[src/rtl/alu_issue_stage.sv]
// ALU issue stage: two-entry skid buffer between decode and the ALU that
// extends immediates, selects forwarded operands and keeps held operands fresh.
module alu_issue_stage #(
  parameter int WIDTH    = 32,
  parameter int REG_BITS = 5
) (
  input  logic                clk,
  input  logic                reset,
  input  logic                flush,
  input  logic                in_valid,
  output logic                in_ready,
  input  logic [WIDTH-1:0]    in_a,
  input  logic [WIDTH-1:0]    in_b,
  input  logic [15:0]         in_imm,
  input  logic                in_use_imm,
  input  logic                in_sign_ext,
  input  logic [1:0]          in_alu_op,
  input  logic [REG_BITS-1:0] in_rs,
  input  logic [REG_BITS-1:0] in_rt,
  input  logic [REG_BITS-1:0] in_rd,
  input  logic                in_we,
  input  logic                fwd_valid,
  input  logic [REG_BITS-1:0] fwd_reg,
  input  logic [WIDTH-1:0]    fwd_data,
  output logic                out_valid,
  input  logic                out_ready,
  output logic [WIDTH-1:0]    out_a,
  output logic [WIDTH-1:0]    out_b,
  output logic [1:0]          out_alu_op,
  output logic [REG_BITS-1:0] out_rd,
  output logic                out_we,
  output logic [1:0]          dbg_state
);

  // Handshake: a word moves on a port at the rising edge where its valid and
  // ready are both 1; ready never depends combinationally on valid.
  typedef enum logic [1:0] {EMPTY = 2'd0, ONE = 2'd1, TWO = 2'd2} state_t;

  typedef struct packed {
    logic [WIDTH-1:0]    a;
    logic [WIDTH-1:0]    b;
    logic [1:0]          op;
    logic [REG_BITS-1:0] rd;
    logic [REG_BITS-1:0] rs;
    logic [REG_BITS-1:0] rt;
    logic                we;
    logic                use_imm;
  } entry_t;

  state_t state;
  entry_t head, skid, head_snp, skid_snp, new_ent;
  logic   in_fire, out_fire;
  logic   fwd_live;

  // Register 0 is hard-wired, so a forward targeting it is never taken.
  assign fwd_live = fwd_valid && (fwd_reg != '0);
  assign in_fire  = in_valid && in_ready;
  assign out_fire = out_valid && out_ready;

  function automatic entry_t snoop(input entry_t e, input logic live,
                                   input logic [REG_BITS-1:0] fr,
                                   input logic [WIDTH-1:0] fd);
    entry_t r;
    r = e;
    if (live && e.rs == fr) r.a = fd;
    if (live && !e.use_imm && e.rt == fr) r.b = fd;
    return r;
  endfunction

  always_comb begin
    new_ent         = '0;
    new_ent.op      = in_alu_op;
    new_ent.rd      = in_rd;
    new_ent.rs      = in_rs;
    new_ent.rt      = in_rt;
    new_ent.we      = in_we;
    new_ent.use_imm = in_use_imm;
    new_ent.a       = (fwd_live && in_rs == fwd_reg) ? fwd_data : in_a;
    if (in_use_imm)
      new_ent.b = {{(WIDTH-16){in_sign_ext & in_imm[15]}}, in_imm};
    else
      new_ent.b = (fwd_live && in_rt == fwd_reg) ? fwd_data : in_b;
    head_snp = snoop(head, fwd_live, fwd_reg, fwd_data);
    skid_snp = snoop(skid, fwd_live, fwd_reg, fwd_data);
  end

  always_ff @(posedge clk) begin
    if (reset) begin
      state     <= EMPTY;
      head      <= '0;
      skid      <= '0;
      in_ready  <= 1'b1;
      out_valid <= 1'b0;
    end else if (flush) begin
      state     <= EMPTY;
      in_ready  <= 1'b1;
      out_valid <= 1'b0;
    end else begin
      head <= head_snp;
      skid <= skid_snp;
      case (state)
        EMPTY: begin
          if (in_fire) begin
            head      <= new_ent;
            state     <= ONE;
            out_valid <= 1'b1;
          end
        end
        ONE: begin
          if (in_fire && !out_fire) begin
            skid     <= new_ent;
            state    <= TWO;
            in_ready <= 1'b0;
          end else if (out_fire && !in_fire) begin
            state     <= EMPTY;
            out_valid <= 1'b0;
          end else if (in_fire && out_fire) begin
            head <= new_ent;
          end
        end
        TWO: begin
          // The skid entry is snooped on its way into the head slot.
          if (out_fire) begin
            head     <= skid_snp;
            state    <= ONE;
            in_ready <= 1'b1;
          end
        end
        default: begin
          state     <= EMPTY;
          in_ready  <= 1'b1;
          out_valid <= 1'b0;
        end
      endcase
    end
  end

  assign out_a      = head.a;
  assign out_b      = head.b;
  assign out_alu_op = head.op;
  assign out_rd     = head.rd;
  assign out_we     = head.we;
  assign dbg_state  = state;

endmodule

[config.mk]
export PLATFORM = sky130hd
export DESIGN_NAME = alu_issue_stage
export DESIGN_NICKNAME = d
export VERILOG_FILES = /design/src/rtl/alu_issue_stage.sv
export SDC_FILE = /design/constraint.sdc
export NUM_CORES = 1
export LEC_CHECK = 0
export CORE_MARGIN = 2
export CORE_UTILIZATION = 46
export CTS_CLUSTER_DIAMETER = 80
export DETAILED_ROUTE_END_ITERATION = 7
export GPL_ROUTABILITY_DRIVEN = 1
export MAX_ROUTING_LAYER = met4
export PLACE_DENSITY = 0.79
export SLEW_MARGIN = 20
export SYNTH_ARGS = -nofsm -noshare
export SYNTH_HDL_FRONTEND = slang
export SYNTH_SLANG_ARGS = --single-unit
export TNS_END_PERCENT = 1
[constraint.sdc]
create_clock -name clk -period 2.3 [get_ports clk]
set_clock_uncertainty 0.2 [all_clocks]
set_input_delay 0.345 -clock clk [delete_from_list [all_inputs] [get_ports clk]]
set_output_delay 0.345 -clock clk [all_outputs]
set_load 0.03 [all_outputs]
# == Word level (Yosys, flattened, before mapping) ==
# Index checks and enable logic that the tools add are counted.
# Widths: inputs -> output; s select.
# totals
in_bits,143
elab_cells,93
ff_bits,170
# op_classes
n_eq_ne,16
mux,27
reduce_logical,27
bitwise,4
# ops
cell,count
$mux 83,7
$pmux 83 s3,1
$mux 32,7
$eq 5x5->1,6
$logic_and 1x1->1,14
$ne 2x2->1 const B,7
$reduce_and 3->1,3
$mux 2,4
$reduce_and 7->1,1
$pmux 1 s3,2
$pmux 2 s3,1
$mux 1,5
$reduce_bool 5->1,1
$logic_not 1->1,4
$reduce_and 4->1,1
$ne 3x3->1 const B,1
$not 1->1,3
$reduce_bool 3->1,1
$eq 2x1->1 const B,1
$eq 2x2->1 const B,1
$logic_not 2->1,1
$reduce_or 2->1,1
$and 1x1->1,1

# == Longest topological paths before layout ==
# depth
depth_word,9
mapped_depth,11

# == Worst setup path after synthesis ==
# OpenSTA, ideal clock, no wires.
# synth_path
path_kind,register -> register
from,register in_ready
to,register head (netlist bit out_b[21])
setup_slack_ps,-374
required_time_ps,2038
setup_time_ps,62
period_less_slack_ps,2674
stages_incl_launch_ff,12
arrival_time_ps,2412
cell_sequence,dfxtp_1 nand2_1 inv_1 ha_1 nor3b_1 a211oi_4 inv_1 o32ai_1 buf_2 buf_4 a32oi_1 nand3_1
# synth_via
elab_chain_len,6
elab_cells_between_ends,10
# synth_lines
element,line,rtl
"start, declared",11,"output logic in_ready,"
"start signal, assigned",92,in_ready <= 1'b1;
"start signal, assigned",96,in_ready <= 1'b1;
"start signal, assigned",113,in_ready <= 1'b0;
$logic_and 1x1->1 *,57,assign in_fire = in_valid && in_ready;
$logic_and 1x1->1 / $logic_not 1->1 (equally long branches),"117, 114",
$mux 83 / $logic_and 1x1->1 (equally long branches),"117, 114",
$mux 83,114,end else if (out_fire && !in_fire) begin
$mux 83,110,if (in_fire && !out_fire) begin
$pmux 83 s3 *,101,case (state)
"end signal, assigned",99,head <= head_snp;
"end signal, assigned",104,head <= new_ent;
"end signal, assigned",118,head <= new_ent;
"end, declared",51,"entry_t head, skid, head_snp, skid_snp, new_ent;"
# Mark *: on every way between the ends. The rest lies on a longest branch, timed or not. The select of a mux whose other input is x is not followed.
# A chain may end at the register's enable or synchronous reset.

# == Worst setup path in the final report ==
# Same ends and word-level chain as after synthesis.

==> impl_metrics.ini <==
[setup_path]
rrSetupSlack_ns = 0.002
arrival_ns = 2.42
worst-path-max-fanout = 14
start_kind = flip-flop
crit_type = reg -> reg
required_ns = 2.42
endpoint_kind = flip-flop

[detailed_routing]
initialDrtViolationCount = 759
vias = 9826
avgRoutedWirePerCell_um = 19.8
via_per_inst = 6.04
route.detailed.drc = 0
firstDrtPassIters = 6
detail-route-antenna-nets = 0
routed_wl_um = 32300

[synthesis]
synth-main-ff-cell = dfxtp_1
async_flop_share = 0
yosysTopAreaCellShare = 0.350
yosysTopAreaCell = dfxtp_1
avgSynthCellArea_um2 = 8.46
ys_warn_count = 0
seq_area_frac_synth = 0.350
netlist_instances = 1150
synth_edf_count = 0
ys_ff_latch = 170
syn_nets = 1296
synth_area_mm2 = 0.00972
synth.distinct_cells = 61
ys_top_cells_by_area = dfxtp_1, a22oi_1, buf_4

[finish]
mostFrequentLayoutCells = clkdlybuf4s50_1, dfxtp_1, nand2_1, buf_4, a22oi_1
fin_util = 0.641
n_fill_cell = 1667
seq_area_mm2 = 0.00341
stdcell_count = 1628
multiInputGateArea_mm2 = 0.00555
layout_commonest_cell = clkdlybuf4s50_1
area_growth_pct = 37.7
drive_above_1_share = 0.174
layout.nets = 1483
stdcell_area_mm2 = 0.0134

[global_routing]
grt_start_max_net_pins = 49
grt-ovfl-total = 0
grt_pass1_wl_um = 49500
antenna_found_initial = 3
grt.total_usage = 0.287
grt_pass1_vias = 9456

[die]
io_pins = 219
fp.dieH_um = 149
rows = 53
core_area_mm2 = 0.0209
dieArea_mm2 = 0.0223
fp.dieW_um = 149
start_util = 0.466

[sta]
worst_slew_pin_slew_ns = 0.668
slew_headroom = 0.553
fmax_mhz = 435
hold_ws_ns = 0.256
period_needed_ns = 2.30
hold_viol = 0
grt_setup_unrepaired = yes
maxSlewViolCount = 0
setup_viol = 0
final.period_utilization = 0.999

[clocking]
htree_levels = 4
cts_max_path_buffers = 2
clk_pin_slew_ns = 0.07
clock_latency_ns = 0.44
cts_buffers = 17
cts_tree = built
root_buffer = clkbuf_16
clkSinkCount = 170

[outcome]
status = complete, no violations

[placement]
dp.cells = 1582
dp_hpwl_um = 22000
io_buffers = 218
postPlaceCellArea_mm2 = 0.0124
gp_congestion = 0.917

[power_and_ir_drop]
power_mw = 7.54
powerDensity_mw_per_mm2 = 563
max-vdd-ir-drop_uv = 532
p_leak_nw = 4.92

[run]
drv_cap = 0

[min_path]
hold_path_class = reg -> reg
-- registers in the layout, summed over array words and instances, names as in the netlist --
register	flops
out_rd	5
out_alu_op	2
out_valid	1
in_ready	1
head	11
out_we	1
skid	83
dbg_state	2
out_b	32
out_a	32
-- power breakdown --
| part | internal [mW] | leakage [nW] | switching (mW) | total (mW) |
|---|---|---|---|---|
| combinational | 0.731 | 3.25 | 0.797 | 1.53 |
| clock | 1.48 | 0.289 | 1.38 | 2.86 |
| sequential | 3.07 | 1.38 | 0.0840 | 3.15 |
| total | 5.28 | 4.92 | 2.26 | 7.54 |
-- final timing paths --
check | start | cells after the start | end
min | skid[16] | 2 | skid[16]
min reg2reg | skid[16] | 2 | skid[16]
max reg2reg | in_ready | 10 | out_b[21]
max | in_ready | 10 | out_b[21]
-- cells in the mapped netlist, drive strengths merged (18+ instances only) --
cell type / count
a22oi: 92
and3: 18
dfxtp: 170
a221o: 35
mux2i: 51
a21o: 26
nor2: 77
clkbuf: 53
buf: 119
nand2: 115
a211oi: 43
inv: 19
a21oi: 81
nand3: 37
xor2: 19
o21ai: 34
o2bb2ai: 31
-- kinds of logic after synthesis --
group,count (synthesis),share of synthesized area
compound gates,396,0.298
simple gates,293,0.138
buf+inv,192,0.113
flops,170,0.350
mux,66,0.0703
xor+xnor,30,0.0270
fa+ha+maj,3,0.00386
-- per-stage QoR --
step / setup slack (ns) / setup TNS, ns
6_report: 0.00188 / 0
3_5_place_dp: -0.820 / -95.75
2_1_floorplan: -0.145 / -11.92
4_1_cts: -0.0598 / -1.44
5_1_grt: -0.0701 / -2.05
3_3_place_gp: -0.771 / -87.76
-- cell type report --
type	count	share of cell area
antenna	3	0.000561
clock buffer	18	0.0328
clock inverter	14	0.0105
inverter	20	0.00598
multi-input combinational	788	0.414
sequential	170	0.255
tap	275	0.0257
timing repair buffer	340	0.255
-- per-layer routing --
layer	track usage	routed length [um]
met5	-	0
met1	0.355	12900
met4	0.108	987
met3	0.0599	2710
met2	0.462	15700
-- what timing repair did --
item	4_1_cts	5_1_grt
hold endpoints to repair	2	0
buffers inserted	3	6
hold buffers	1	0
resized for setup	36	45
gates cloned	0	1
endpoints found under the setup margin	146	143
pin swaps	6	40
-- worst max-delay path, stage by stage (launching register included) --
cell and delay, ns:
dfxtp_4 0.35, nand2_4 0.10, inv_4 0.05, ha_4 0.18
nor3b_4 0.25, a211oi_4 0.12, buf_4 0.16, a21o_2 0.24
clkbuf_16 0.20, a32oi_1 0.23, nand3_1 0.11
No activity file was read; power rests on OpenSTA's default activity.
